==> src/rtl/glitch_sweep_seq.sv <==
// Reset+glitch sequencer: sweeps a delay x length grid, one attempt per run, reports each attempt.
// Latency: first glitch cycle is RESET_LEN+dly_cur cycles after first rst_out_n low cycle.
// Backpressure: REPORT holds rpt_valid/rpt_data until rpt_ready; sweep advances only on handshake.
// Option: define GLITCH_SWEEP_SEQ_AUTORUN_EN to self-start attempts from IDLE.
module glitch_sweep_seq #(
  parameter int unsigned    CW          = 16,
  parameter int unsigned    RESET_LEN   = 16,
  parameter logic [CW-1:0]  DLY_MIN     = 16'd1,
  parameter logic [CW-1:0]  DLY_MAX     = 16'h300,
  parameter logic [CW-1:0]  DLY_STEP    = 16'd1,
  parameter logic [CW-1:0]  LEN_MIN     = 16'h180,
  parameter logic [CW-1:0]  LEN_MAX     = 16'h200,
  parameter int unsigned    SETTLE_LEN  = 32'hF0000,
  parameter logic [7:0]     HIT_CODE    = 8'h88,
  parameter bit             STOP_ON_HIT = 1'b1
) (
  input  logic          clk_i,
  input  logic          rst_n_i,
  input  logic          start_i,
  input  logic          abort_i,
  input  logic          sweep_clr_i,
  input  logic [7:0]    dbg_in_i,
  output logic          rst_out_n_o,
  output logic          glitch_out_o,
  output logic          busy_o,
  output logic          done_o,
  output logic          wrapped_o,
  output logic          rpt_valid_o,
  input  logic          rpt_ready_i,
  output logic [2*CW:0] rpt_data_o
);

  // Timer must hold the longest of the phase lengths.
  localparam int unsigned SW  = $clog2(SETTLE_LEN + 1);
  localparam int unsigned RW  = $clog2(RESET_LEN + 1);
  localparam int unsigned MW  = (SW > RW) ? SW : RW;
  localparam int unsigned TW  = (MW > CW) ? MW : CW;
  localparam logic [TW-1:0] RST_LOAD    = TW'(RESET_LEN - 1);
  localparam logic [TW-1:0] SETTLE_LOAD = TW'(SETTLE_LEN - 1);

  typedef enum logic [2:0] {
    S_IDLE, S_RST, S_WAIT, S_GLITCH, S_SETTLE, S_REPORT, S_DONE
  } state_e;

  state_e        state_q, state_d;
  logic [TW-1:0] timer_q, timer_d;
  logic [CW-1:0] dly_q, dly_d;
  logic [CW-1:0] len_q, len_d;
  logic          hit_q, hit_d;
  logic          wrapped_q, wrapped_d;
  logic [7:0]    sync1_q, sync2_q;

  logic          hit_now;
  logic          timer_zero;
  logic          go;
  logic [CW:0]   dly_nxt;

  // Two-flop synchroniser for the asynchronous debug bus.
  always_ff @(posedge clk_i or negedge rst_n_i) begin
    if (!rst_n_i) begin
      sync1_q <= '0;
      sync2_q <= '0;
    end else begin
      sync1_q <= dbg_in_i;
      sync2_q <= sync1_q;
    end
  end

  // FSM state, phase timer, sweep position and sticky flags.
  always_ff @(posedge clk_i or negedge rst_n_i) begin
    if (!rst_n_i) begin
      state_q   <= S_IDLE;
      timer_q   <= '0;
      dly_q     <= DLY_MIN;
      len_q     <= LEN_MIN;
      hit_q     <= 1'b0;
      wrapped_q <= 1'b0;
    end else begin
      state_q   <= state_d;
      timer_q   <= timer_d;
      dly_q     <= dly_d;
      len_q     <= len_d;
      hit_q     <= hit_d;
      wrapped_q <= wrapped_d;
    end
  end

  // Next-state: phase sequencing, hit capture and sweep advance on report handshake.
  always_comb begin
    state_d    = state_q;
    timer_d    = timer_q;
    dly_d      = dly_q;
    len_d      = len_q;
    hit_d      = hit_q;
    wrapped_d  = wrapped_q;
    hit_now    = (sync2_q == HIT_CODE) && ((state_q == S_GLITCH) || (state_q == S_SETTLE));
    timer_zero = (timer_q == '0);
    dly_nxt    = {1'b0, dly_q} + {1'b0, DLY_STEP};
`ifdef GLITCH_SWEEP_SEQ_AUTORUN_EN
    go         = 1'b1;
`else
    go         = start_i;
`endif

    if (abort_i) begin
      // Sweep position is left alone so the aborted point is retried.
      state_d = S_IDLE;
      hit_d   = 1'b0;
    end else begin
      case (state_q)
        S_IDLE: begin
          if (sweep_clr_i) begin
            dly_d = DLY_MIN;
            len_d = LEN_MIN;
          end
          if (go || start_i) begin
            state_d = S_RST;
            timer_d = RST_LOAD;
            hit_d   = 1'b0;
          end
        end
        S_RST: begin
          if (!timer_zero) begin
            timer_d = timer_q - 1'b1;
          end else if (dly_q == '0) begin
            state_d = S_GLITCH;
            timer_d = TW'(len_q) - TW'(1);
          end else begin
            state_d = S_WAIT;
            timer_d = TW'(dly_q) - TW'(1);
          end
        end
        S_WAIT: begin
          if (!timer_zero) begin
            timer_d = timer_q - 1'b1;
          end else begin
            state_d = S_GLITCH;
            timer_d = TW'(len_q) - TW'(1);
          end
        end
        S_GLITCH: begin
          hit_d = hit_q | hit_now;
          if (!timer_zero) begin
            timer_d = timer_q - 1'b1;
          end else begin
            state_d = S_SETTLE;
            timer_d = SETTLE_LOAD;
          end
        end
        S_SETTLE: begin
          hit_d = hit_q | hit_now;
          if (hit_q || hit_now || timer_zero) begin
            state_d = S_REPORT;
          end else begin
            timer_d = timer_q - 1'b1;
          end
        end
        S_REPORT: begin
          if (rpt_ready_i) begin
            if (hit_q && STOP_ON_HIT) begin
              state_d = S_DONE;
            end else begin
              state_d = S_IDLE;
              if (dly_nxt > {1'b0, DLY_MAX}) begin
                dly_d = DLY_MIN;
                if (len_q == LEN_MAX) begin
                  len_d     = LEN_MIN;
                  wrapped_d = 1'b1;
                end else begin
                  len_d = len_q + 1'b1;
                end
              end else begin
                dly_d = dly_nxt[CW-1:0];
              end
            end
          end
        end
        S_DONE: begin
          state_d = S_DONE;
        end
        default: begin
          state_d = S_IDLE;
        end
      endcase
    end
  end

  // Outputs decode directly from state so abort and reset take effect without extra delay.
  assign rst_out_n_o  = (state_q != S_RST);
  assign glitch_out_o = (state_q == S_GLITCH);
  assign busy_o       = (state_q != S_IDLE) && (state_q != S_DONE);
  assign done_o       = (state_q == S_DONE);
  assign wrapped_o    = wrapped_q;
  assign rpt_valid_o  = (state_q == S_REPORT);
  assign rpt_data_o   = (state_q == S_REPORT) ? {hit_q, len_q, dly_q} : '0;

endmodule

==> config.mk <==
export PLATFORM = sky130hd
export DESIGN_NAME = glitch_sweep_seq
export DESIGN_NICKNAME = d
export VERILOG_FILES = /design/src/rtl/glitch_sweep_seq.sv
export SDC_FILE = /design/constraint.sdc
export NUM_CORES = 1
export LEC_CHECK = 0
export ABC_AREA = 1
export BUFFER_PORTS_ARGS = -buffer_cell sky130_fd_sc_hd__buf_2
export CAP_MARGIN = 20
export CORE_MARGIN = 4
export CORE_UTILIZATION = 60
export CTS_CLUSTER_DIAMETER = 50
export DETAILED_ROUTE_END_ITERATION = 8
export HOLD_SLACK_MARGIN = 0.03
export PLACE_DENSITY = 0.8
export SLEW_MARGIN = 10
export SYNTH_ARGS = -nofsm -noshare
export SYNTH_HDL_FRONTEND = slang
export SYNTH_SLANG_ARGS = --single-unit
==> constraint.sdc <==
create_clock -name clk_i -period 2.31 [get_ports clk_i]
set_input_delay 0.462 -clock clk_i [delete_from_list [all_inputs] [get_ports clk_i]]
set_output_delay 0.462 -clock clk_i [all_outputs]
set_load 0.02 [all_outputs]
======== After elaboration in Yosys (flattened, before gate mapping) ========
Cells that the tools add are included.
word-level totals
  bits in registers ....................... 73
  input bits .............................. 14
cells by class
  add/sub/neg operators ................... 5
  magnitude comparators ................... 1
  eq/ne operators ......................... 22
  mux-type cells .......................... 32
  bitwise gates (word level) .............. 3
  reduce and logical (&&, ||, !) cells .... 19
operator list
  kind                     count
  $mux W16                 9
  $mux W20                 6
  $pmux W20 S5             1
  $pmux W16 S2             2
  $sub A16 B1 Y17 const B  2
  $mux W33                 1
  $mux W3                  8
  $pmux W3 S7              1
  $logic_not A20 Y1        1
  $sub A20 B1 Y20 const B  1
  $reduce_and A6 Y1        3
  $add A16 B1 Y17 const B  1
  $gt A17 B10 Y1 const B   1
  $add A16 B1 Y16 const B  1
  $eq A16 B10 Y1 const B   1
  $logic_not A16 Y1        1
  $ne A3 B3 Y1 const B     4
  $eq A3 B3 Y1 const B     3
  $ne A3 B2 Y1 const B     3
  $eq A8 B8 Y1 const B     1
  $ne A2 B2 Y1 const B     4
  $eq A3 B2 Y1 const B     2
  $reduce_bool A3 Y1       2
  $reduce_and A5 Y1        1
  other kinds (15)         22

======== Logic depth before layout (Yosys ltp) ========
  depth after elaboration ................. 8
  mapped depth ............................ 15
  depth with buffers taken out ............ 14

======== Worst setup path after synthesis ========
OpenSTA, ideal clock, no wires.
  path type ............................... reg2reg
  start ................................... register dly_q[0]
  end ..................................... register len_q[13]
  setup time .............................. 0.117 ns
  data arrival time ....................... 1.931 ns
  slack ................................... 0.262 ns
  stages on the path, launching flop included .. 13
  buffers on the path ..................... 2
  clock period less this slack ............ 2.048 ns
  cell sequence ........................... dfstp_2 -> ha_1 -> nand2_1 -> nor2_1 -> nand3_1 -> xor2_1 -> nand3_1 -> nor2_2 -> nand3_2 -> buf_6 -> buf_6 -> nand3_2 -> nand2_1
on the way
  cells in the longest elaborated chain, start to end .. 4
RTL lines
  what                                line  RTL
  start: declaration                  47    logic [CW-1:0] dly_q, dly_d;
  start signal: assignment            81    dly_q <= dly_d;
  $add A16 B1 Y17                     98    dly_nxt = {1'b0, dly_q} + {1'b0, DLY_STEP};
  $gt A17 B10 Y1                      164   if (dly_nxt > {1'b0, DLY_MAX}) begin
  $ne A2 B1 Y1 (no source line)       --
  $reduce_and A6 Y1 (no source line)  --
  end signal: assignment              82    len_q <= len_d;
  end: declaration                    48    logic [CW-1:0] len_q, len_d;
No other way between the ends.
A chain may end at the register's enable or synchronous reset.

======== Worst setup path after layout ========
  start ................................... register dly_q[0]
  end ..................................... register dly_q[9]
on the way
  cells in the longest elaborated chain, start to end .. 6
RTL lines
  what                 line  RTL
  $add A16 B1 Y17 (*)  98
  $gt A17 B10 Y1       164
  $mux W16 (*)         164
  $mux W16 (*)         160   if (hit_q && STOP_ON_HIT) begin
  $mux W16 (*)         159   if (rpt_ready_i) begin
  $pmux W16 S2 (*)     110   case (state_q)
Every way passes the cells marked *; elsewhere a longest branch is shown, timed or not. The select of a mux whose other input is x is not followed.

==> results.cfg <==
[status]
status = complete, no violations

[global_route]
grt_remaining_overflow = 0
antenna_found_initial = 0
grt.total_usage_pct = 30.6
grt_pass1_vias = 5878
grt_start_max_net_pins = 74
grt_first_pass_wirelength_um = 28000

[drt]
first_pass_iters = 6
drt_iter0_drc = 461
drt_wl_total_um = 16700
ant_nets = 0
wl_per_cell_um = 15.3
drc = 0
vias_per_cell = 5.55
num_vias = 6049

[floorplan]
core_area_um2 = 9240
initial_core_util_pct = 61.5
die_w_um = 105
die_y_um = 105
io_pins = 53
dieArea_um2 = 11100
rows = 35

[setup_path]
arrival_ps = 2510
worst-path-max-fanout = 9
cp_data_required_time_ps = 2560
cp-start-kind = register
crit_chain = buf_6 > nand3_1 > nor2_4 > xor2_1 > nor2_1 > nand3_1 > nand2_1 > nand3_4 > buf_6 > o22ai_2
cpPeakStageDelay_ps = 580
crit_type = reg -> reg
endpoint_kind = register
critPathSlowestCell = dfstp_2

[synth]
synth-seq-area-share_pct = 32.2
synthDistinctLibCells = 34
syn_nets = 910
yosys_warnings = 0
ys_top_cells_by_count = nand2_1 (282), nor2_1 (149), inv_1 (93)
ys.flop_type = dfrtp_1
avgSynthCellArea_um2 = 6.41
syn_inst = 887
synth_largest_area_cell = dfrtp_1
syn_area_um2 = 5680
async_flop_share_pct = 100
synth.most_common_cell = nand2_1
synth_edf_count = 0
yosys.area.top_type_share_pct = 30.8
synth_seq_cells = 73
synth.area.top_cells = dfrtp_1 (31%), nand2_1 (19%), nor2_1 (9.8%)

[timing]
fmax_ghz = 0.441
fin_crit_ps = 2270
finClkSkew_ps = 9.54
maxSlewHeadroom_pct = 67.7
fin_crit_sh_pct = 98.1
fin_setup_tns_ps = 0
setup_violations = 0
worst_slew_pin_slew_ps = 480
rsz0062_at_grt = yes
whs_ps = 111
hold_viol = 0
slew_viol_final = 0

[finish]
final_core_util_pct = 70.6
drive_gt1_share_pct = 16.1
fin_nets = 978
diodes = 0
seqCellArea_um2 = 1830
fillers = 817
multiInputGateArea_um2 = 3410
area_delta_synth_final_pct = 14.9

[pwr]
power.internal_mw = 2.33
p_sw_mw = 1.81
power_density_nw_per_um2 = 635
ir_drop_v = 0.000398
leakagePower_nw = 3.39
p_sw_share_pct = 43.7
combPwrFrac_pct = 38.7
clock_power_share_pct = 24.2
seq_power_share_pct = 37.1

[flow_run]
maxCapViolations = 0

[cts]
root_buffer = clkbuf_8
clkTransAtPathRegs_ps = 90
clockBufferDepth = 2
cts_num_sinks = 73
cts_made_buffers = 9
hold_buffers = 0
clk_latency_ps = 370
htreeDepth = 3
cts_tree = yes

[hold_path]
holdCritPathClass = in -> async

[placement]
dp_hpwl_um = 12100
portBuffers = 52
place.gp.congestion = 0.985
-- final timing paths --
kind	from	to	slack, ps	cells past startpoint
worst max register to register	dly_q[0]	dly_q[9]	40	10
max in group asynchronous	rst_n_i	len_q[7]	1860	2
worst min-delay path	rst_n_i	dly_q[11]	110	2
min in group clk_i	dbg_in_i[3]	sync1_q[3]	190	1
worst max-delay path	dly_q[0]	dly_q[9]	40	10
worst min register to register	sync1_q[7]	sync2_q[7]	360	0
-- per-stage QoR --
stage	std cells	power (mW)	setup WS (ps)	cell area, um^2
3_5_place_dp	1068	3.09	27.1	6170
4_1_cts	1084	4.09	15.7	6360
2_1_floorplan	887	2.68	262	5680
6_report	1089	4.15	44.6	6530
3_3_place_gp	1068	3.06	11.3	6170
5_1_grt	1089	4.45	-27.3	6530
-- placed cells by master (no fill, tap or decap), types with 4 or more instances in the layout --
cell,instances
nor3_1,19
o22ai_2,9
inv_6,5
nand3_1,80
clkbuf_8,9
o21ai_1,4
xor2_1,41
inv_1,91
xnor2_1,7
nor3_2,4
nor2_2,10
nor2_4,4
buf_2,52
nand2_1,280
dfrtp_1,67
inv_2,7
ha_1,8
buf_4,25
nand4_1,19
o21ai_0,19
nor2_1,144
a21oi_1,15
-- state kept, by name, indices dropped and copies added, names as in the netlist --
signal	flops
wrapped_o	1
hit_q	1
state_q	3
sync2_q	8
timer_q	20
dly_q	16
sync1_q	8
len_q	16
-- cell families after synthesis --
family,count (synthesis),synth area share [%]
xor gates and xnor gates,48,7.40
AOI/OAI and AO/OA,53,6.10
buffers and inverters,127,9.49
adders and majority gates,9,1.98
DFF,73,32.2
and+or+nand+nor,577,42.8
-- repair_timing --
action / 4_1_cts / 5_1_grt
gates cloned: 0 / 1
setup buffers: 0 / 4
resized for setup: 2 / 31
setup endpoints to repair: 3 / 59
pin swaps: 0 / 5
-- layer usage --
metal  wire length, um  global-route usage, %  vias to the layer above
li1                  -                      -                     2915
met1              7240                   42.1                     2853
met2              7960                   49.4                      247
met3              1130                   4.78                       34
met4               349                   10.0                        0
met5                 0                      0                        -
-- worst max-delay path, delay by kind of cell (launching register included) --
kind                      cells  cell delay [ps]
xor gates and xnor gates      1              280
buffers and inverters         2              330
and+or+nand+nor               6              870
DFF                           1              580
AOI/OAI and AO/OA             1               70
-- cell type report --
| type | instances | area share (%) |
|---|---|---|
| clock buffer | 9 | 1.90 |
| tap | 129 | 2.47 |
| sequential | 73 | 28.1 |
| timing repair buffer | 84 | 8.61 |
| inverter | 100 | 5.81 |
| clock inverter | 7 | 0.901 |
| multi-input combinational | 687 | 52.2 |
-- power by group through the flow --
stage	Clock (mW)	Sequential, mW	Combinational, mW
after floorplan	0	1.51	1.17
after global placement	0	1.56	1.50
after detailed placement	0	1.56	1.53
after CTS	1.01	1.54	1.54
after global routing	1.08	1.56	1.82
final	1.00	1.54	1.61
(Power assumes the default switching activity.)
